[src/rtl/branch_compare.sv]
// Multi-cycle branch comparator: walks the latched operands one nibble per
// cycle from the MSB down and reports more/even/less with early exit.
module branch_compare (
  input  logic        clk,
  input  logic        rst,
  input  logic        start,
  input  logic [2:0]  funct_3,
  input  logic [31:0] rs1,
  input  logic [31:0] rs2,
  output logic        busy,
  output logic        done,
  output logic        more,
  output logic        even,
  output logic        less
);

  typedef enum logic [1:0] {
    ST_IDLE = 2'd0,
    ST_CMP  = 2'd1,
    ST_DONE = 2'd2
  } state_t;

  state_t      r_state;
  logic [31:0] r_a;
  logic [31:0] r_b;
  logic        r_uns;
  logic [2:0]  r_idx;
  logic        r_busy;
  logic        r_done;
  logic        r_more;
  logic        r_even;
  logic        r_less;

  logic [3:0]  w_a_nib;
  logic [3:0]  w_b_nib;
  logic        w_sign_flip;
  logic        w_unused_f3;

  function automatic logic [3:0] nibble_at(input logic [31:0] v, input logic [2:0] i);
    nibble_at = v[{i, 2'b00} +: 4];
  endfunction

  assign w_unused_f3 = funct_3[2] ^ funct_3[0];

  // Signed compares become unsigned once both sign bits are flipped on the top nibble.
  assign w_sign_flip = (r_idx == 3'd7) && !r_uns;
  assign w_a_nib     = nibble_at(r_a, r_idx) ^ {w_sign_flip, 3'b000};
  assign w_b_nib     = nibble_at(r_b, r_idx) ^ {w_sign_flip, 3'b000};

  // Control FSM with registered status and result flags.
  always_ff @(posedge clk or posedge rst) begin
    if (rst) begin
      r_state <= ST_IDLE;
      r_a     <= 32'd0;
      r_b     <= 32'd0;
      r_uns   <= 1'b0;
      r_idx   <= 3'd7;
      r_busy  <= 1'b0;
      r_done  <= 1'b0;
      r_more  <= 1'b0;
      r_even  <= 1'b0;
      r_less  <= 1'b0;
    end else begin
      case (r_state)
        ST_IDLE, ST_DONE: begin
          r_done <= 1'b0;
          if (start) begin
            r_a     <= rs1;
            r_b     <= rs2;
            r_uns   <= funct_3[1];
            r_idx   <= 3'd7;
            r_more  <= 1'b0;
            r_even  <= 1'b0;
            r_less  <= 1'b0;
            r_busy  <= 1'b1;
            r_state <= ST_CMP;
          end else begin
            r_busy  <= 1'b0;
            r_state <= ST_IDLE;
          end
        end
        ST_CMP: begin
          if (w_a_nib != w_b_nib) begin
            r_more  <= (w_a_nib > w_b_nib);
            r_less  <= (w_a_nib < w_b_nib);
            r_busy  <= 1'b0;
            r_done  <= 1'b1;
            r_state <= ST_DONE;
          end else if (r_idx == 3'd0) begin
            r_even  <= 1'b1;
            r_busy  <= 1'b0;
            r_done  <= 1'b1;
            r_state <= ST_DONE;
          end else begin
            r_idx   <= r_idx - 3'd1;
          end
        end
        default: begin
          r_busy  <= 1'b0;
          r_done  <= 1'b0;
          r_state <= ST_IDLE;
        end
      endcase
    end
  end

  assign busy = r_busy;
  assign done = r_done;
  assign more = r_more;
  assign even = r_even;
  assign less = r_less;

endmodule

[config.mk]
export PLATFORM = sky130hd
export DESIGN_NAME = branch_compare
export DESIGN_NICKNAME = d
export VERILOG_FILES = /design/src/rtl/branch_compare.sv
export SDC_FILE = /design/constraint.sdc
export NUM_CORES = 1
export LEC_CHECK = 0
export ABC_CLOCK_PERIOD_IN_PS = 3010
export CELL_PAD_IN_SITES_DETAIL_PLACEMENT = 1
export CELL_PAD_IN_SITES_GLOBAL_PLACEMENT = 1
export CORE_MARGIN = 1
export CORE_UTILIZATION = 39
export DETAILED_ROUTE_END_ITERATION = 10
export PLACE_DENSITY_LB_ADDON = 0.1
export SLEW_MARGIN = 20
export SYNTH_ARGS = -nofsm -noshare
export SYNTH_HDL_FRONTEND = slang
export SYNTH_SLANG_ARGS = --single-unit
export TNS_END_PERCENT = 1
[constraint.sdc]
create_clock -name clk -period 3.01 [get_ports clk]
set_input_delay 0.602 -clock clk [delete_from_list [all_inputs] [get_ports clk]]
set_output_delay 0.602 -clock clk [all_outputs]
set_load 0.01 [all_outputs]
==> run summary <==
Synth warnings = 0
share of cells above drive strength 1 = 10.88%
Die W = 96.81 um
Bufs on Longest Clock Path = 2
Crit Path Category = flop to flop
outcome = finished, final reports clean
post-synth top area cell = dfrtp_1
GP Congestion = 0.7391
total iterations of the first detailed-routing run = 4
Die ar. = 9372 um^2
crit-path leading delay family = multiplexers
Routed Antenna Nets = 0
DRC viols = 0
Cell Rows = 34
Worst Tran Pin Value = 0.6025 ns
detailed router's first-iteration violation count = 86
leakage = 2.393 nW
CP Capture Type = flop
max_slew headroom = 59.84%
Cells after Synth = 363
CTS Hold Bufs = 0
GRT overflow = 0
Initial Util = 40.20%
Final Hold Vio Count = 0
RSZ-0062 raised after global routing = true
number of global-route vias before repair = 2878
clk root buf = clkbuf_8
critical path arrival = 3.14 ns
filler cell count = 972
Worst-Skew Late Latency = 0.35 ns
Power Total = 3.990 mW
DP HPWL = 5522 um
CP max stage cell = dfstp_2
startpoint types = flop
Vias/cell = 4.863
critical path required time = 3.25 ns
CP Max Fanout = 5
# IOs = 75
Reg area = 1856 um^2
Worst VDD drop = 0.2579 mV
Mean Syn Cell Area = 9.658 um^2
largest net degree at the start of global routing = 75
sequential area share after synthesis = 52.93%
Buf+Inv Stages, Crit Path = 2
syn nets = 440
port bufs = 72
CTS tree = built
H-tree depth = 3
placed cells = 529
clock transition at the registers of the reported paths = 0.08 ns
routed len/inst = 15.10 um
Cell Chain, Critical Path = clkbuf_16 > mux4_2 > mux2_4 > ha_1 > nand4_1 > buf_4 > nand2_1 > and3_1 > a31o_2
min cycle time layout = 2.904 ns
max incr delay on CP = 0.64 ns
WHS = 0.4719 ns
Yosys reg bits = 74
final setup fails = 0
core outline area = 8721 um^2
Final nets = 513
synth unique cells = 34
initial antenna violation count = 0
final slew viol count = 0
first-pass GRT wire length = 14010 um
top post-synthesis cells by area = dfrtp_1 (51%), nand2_1 (21%), mux4_1 (7.5%)
total wire length = 8291 um
post-synth top area share = 50.68%
Cell Count, Final, Fillers Out = 549
reg2reg setup slack = 0.11 ns
gr usage total = 18.88%
Final period util = 96.49%
Power Dens Cells = 855.0 nW/um^2
Die Height = 96.81 um
max-cap check violation count = 0
Fin Setup TNS = 0 ns
Layout area overhead = 33.12%
via count = 2670
FMAX = 344.3 MHz
Hold/Removal Path Class = flop to flop
CTS buffer count = 9
number of diodes = 0
Mapped Area = 3506 um^2
final clock skew = 0.006922 ns
Multi-input gate area = 1548 um^2
clk sinks = 74
## worst reg2reg max path, stage by stage, from the launching register on
cell	delay (ns)
dfstp_2	0.64
clkbuf_16	0.20
mux4_2	0.51
mux2_4	0.28
ha_1	0.31
nand4_1	0.23
buf_4	0.17
nand2_1	0.07
and3_1	0.20
a31o_2	0.20
## routing by layer
metal	part of all wire [%]	GRT usage (%)	routed length [um]	up-vias
met5	0	0	0	-
met3	3.5	3.613	288	7
li1	-	-	-	1312
met1	47	24.70	3913	1302
met4	1.0	6.200	86	0
met2	48	31.53	4001	49
## placed cells by master, fill, tap and decap left out, types with 2 or more instances in the layout
cell type	instances
buf_4	6
buf_12	3
nor3_1	3
dfstp_2	3
bufinv_16	2
inv_1	3
nor2_1	3
mux4_1	7
mux2_4	2
clkbuf_8	12
nor2b_1	2
ha_1	6
dfrtp_1	71
clkbuf_16	2
mux2i_1	10
a21oi_1	4
o21ai_0	3
mux4_2	7
nand2_1	199
clkdlybuf4s50_1	72
## Yosys cell counts
master,number
nand2_1,199
dfrtp_1,71
clkbuf_1,11
mux2i_1,11
mux4_1,10
ha_1,7
a21oi_1,4
buf_2,4
inv_1,4
mux4_2,4
buf_1,3
dfstp_2,3
nor2_1,3
nor2b_1,3
nor3_1,3
o21ai_0,3
mux2_4,2
nand2b_1,2
a22o_1,1
a31o_2,1
a31oi_1,1
and3_1,1
buf_12,1
buf_4,1
buf_6,1
mux2_2,1
nand3_1,1
nand3b_1,1
nand4_1,1
nor3_2,1
o32a_1,1
or2_2,1
xnor2_1,1
xor2_1,1
## sequential cells by signal, summed over array words and instances, names as in the netlist
register	flops
r_a	32
r_state	1
more	1
less	1
r_b	32
even	1
r_uns	1
r_idx	3
done	1
busy	1
## repair_timing
item                                    4_1_cts  5_1_grt
setup buffers                                 0        2
resized for setup                             0        7
endpoints found under the setup margin        0        3
## report_power, final
| part | switching [mW] | total [mW] | internal (mW) |
|---|---|---|---|
| Sequential | 0.204 | 1.55 | 1.35 |
| Clock | 0.366 | 0.899 | 0.533 |
| Combinational | 0.742 | 1.54 | 0.799 |
## final timing paths
path / startpoint / depth (start not counted) / end
worst max-delay path: r_idx[0] / 9 / more
worst min-delay path: r_a[0] / 2 / r_a[0]
worst max register to register: r_idx[0] / 9 / more
worst min register to register: r_a[0] / 2 / r_a[0]
max in group asynchronous: rst / 3 / r_idx[2]
min in group asynchronous: rst / 3 / r_a[13]
## kinds of logic (layout without fill, tap and decap cells)
family | Yosys count | count (layout) | synth area share [%]
multiplexers | 28 | 28 | 14.38
XOR/XNOR | 2 | 2 | 0.4997
adder cells (fa/ha/maj) | 7 | 7 | 2.498
buffers and inverters | 25 | 103 | 3.605
AND/OR/NAND/NOR | 216 | 216 | 24.13
AO/OA/AOI/OAI | 11 | 11 | 1.963
flip-flops | 74 | 74 | 52.93
## through the flow
step                      util [%]  area [um^2]  setup slack (ns)
after floorplan                  -         3506            0.4157
after global placement       49.89         4350            0.1483
after detailed placement     49.89         4350            0.1078
after CTS                    52.61         4588           0.07022
after global routing         53.52         4667        -0.0001001
final                        53.52         4667            0.1058
## area by class of cell
class	instances	share of cell area [%]
multi-input cells	264	33.16
flip-flops and latches	74	39.76
well taps	108	2.895
inverters	4	0.3217
clock buffers	12	3.539
clock inverters	4	1.555
repair buffers	83	18.77
No activity file was read; power rests on OpenSTA's default activity.
==> patch (same settings) <==
Make the reset (`rst`) synchronous in one clocked block.
--- a/src/rtl/branch_compare.sv
+++ b/src/rtl/branch_compare.sv
@@ -48,7 +48,7 @@
   assign w_b_nib     = nibble_at(r_b, r_idx) ^ {w_sign_flip, 3'b000};
 
   // Control FSM with registered status and result flags.
-  always_ff @(posedge clk or posedge rst) begin
+  always_ff @(posedge clk) begin
     if (rst) begin
       r_state <= ST_IDLE;
       r_a     <= 32'd0;
Function: differs if rst is asserted again (counterexample within 4 cycles, from zero or initial values and one cycle with rst high); with rst held inactive, the same outputs for 10 cycles.
==> patch against the unedited design <==
Sequential cell count stayed put. Critical path depth is 1 lower. Via count is 4.5% higher. Area after synthesis is 8.3% lower. Count of clock-buffer cells in the layout is 1 lower. Maximum frequency is 5.7% higher. Design area is 8.9% lower. Wire length is 0.43% higher. Synthesized cell count is 1.7% higher. Setup slack better by 0.16 ns. Critical endpoint is now less.
Power is not compared: it rests on default switching activity, and its combinational part moved more than twofold at a synthesized area within 25%.
==> patch: results (changes against the unedited design) <==
share of cells above drive strength 1 -> 10.0% (-0.84 points)
Max clock buf depth -> 2 (unchanged)
dpl cells -> 525 (-0.76%)
Slowest cell on crit path -> mux4_1
post-synthesis compound-gate area fraction -> 13.9% (+12 points)
dominant cell type by area after synthesis -> dfxtp_1
GR met2 Demand/Resource -> 36.0% (+4.5 points)
Setup Skew -> 0.00817 ns (+0.00124 ns)
initial antenna violation count -> 0 (unchanged)
WP data arrival -> 2.96 ns (-0.18 ns)
mux cell area share after synthesis -> 13.8% (-0.61 points)
Worst VDD drop -> 0.000278 V
largest net degree at the start of global routing -> 36 (-52%)
Distinct cells, synth -> 32 (-5.9%)
top sig layer -> met4
DR WL met2 -> 4.17 mm (+4.3%)
post-CTS setup buffers -> 0 (unchanged)
Avg Cell Area, Syn -> 8.71 um^2 (-9.8%)
post-place instance area -> 4030 um^2 (-7.5%)
status -> finished, final reports clean
met1 usage -> 24.6% (-0.13 points)
GR Util met3 -> 5.50% (+1.9 points)
vias -> 2,791 (+4.5%)
pre-CTS WS -> 0.344 ns (+0.236 ns)
met3 wire len -> 323 um (+12%)
Synth Area in Adders -> 2.72% (+0.23 points)
post-synthesis sequential area ratio -> 46.1% (-6.9 points)
Routability Congestion -> 0.801 (+8.3%)
worst skew pair latency -> 0.34 ns
Worst slew margin -> 63.5% (+3.6 points)
top post-synthesis cells by count -> nand2_1 (132), dfxtp_1 (74), a21oi_1 (70), clkbuf_1 (15), buf_2 (12)
final HPWL from detailed placement -> 5.75 mm (+4.1%)
Syn Nets -> 446 (+1.4%)
Routed WL -> 8.33 mm (+0.43%)
DRT met1 WL -> 3.64 mm (-6.9%)
Final #Nets -> 511 (-0.39%)
H-tree levels -> 3 (unchanged)
GRT Util Overall -> 20.8% (+1.9 points)
post-cts resize count -> 0 (unchanged)
worst min path class -> flip-flop to flip-flop
post-synthesis xor/xnor area fraction -> 0.545% (+0.045 points)
global-route wire length before repair -> 13.7 mm (-2.0%)
CTS Buf Count -> 9 (unchanged)
drt first pass iters -> 4 (unchanged)
DRT iter0 DRCs -> 99 (+15%)
CP Max Fanout -> 14 (+9)
Port Buffers -> 72 (unchanged)
Antenna Cells -> 0 (unchanged)
FILL cells -> 936 (-3.7%)
number of non-filler instances in the completed layout -> 540 (-1.6%)
P per Cell Area -> 581 nW/um^2
CP max stage delay -> 0.60 ns (-0.04 ns)
top cells by area, synth -> dfxtp_1 (46%), nand2_1 (15%), a21oi_1 (11%), mux4_2 (7.7%), mux4_1 (4.1%)
Ys Warns -> 0 (unchanged)
family with the most delay on the worst path -> multiplexers
ys async rst share -> 0% (-100 points)
==> patch: cell types whose count changed after synthesis, moves of 4 or more <==
cell and delta:
dfrtp_1 -71, dfxtp_1 +74, nand2_1 -67, clkbuf_1 +4, a21oi_1 +66, mux2i_1 -8
buf_2 +8, mux4_2 +7, mux4_1 -5
==> patch: final cells by class <==
type	instances	area share (%)
clock buffers	11	3.56
flip-flops and latches	74	34.8
repair buffers	83	19.1
clock inverters	4	1.77
multi-input cells	264	37.6
inverters	2	0.177
well taps	102	3.00
==> patch: final timing paths <==
check / depth (start not counted) / slack (ns) / startpoint / to
setup / recovery: 8 / 0.26 / r_idx[0] / less
setup reg to reg: 8 / 0.26 / r_idx[0] / less
hold reg to reg: 2 / 0.46 / r_a[21] / r_a[21]
hold / removal: 2 / 0.46 / r_a[21] / r_a[21]
==> patch: power by group <==
part           switching, W  internal [W]  total [W]
Combinational      0.000254      0.000248   0.000502
Sequential        0.0000458       0.00106    0.00111
Clock              0.000356      0.000507   0.000863
Total              0.000655       0.00182    0.00247
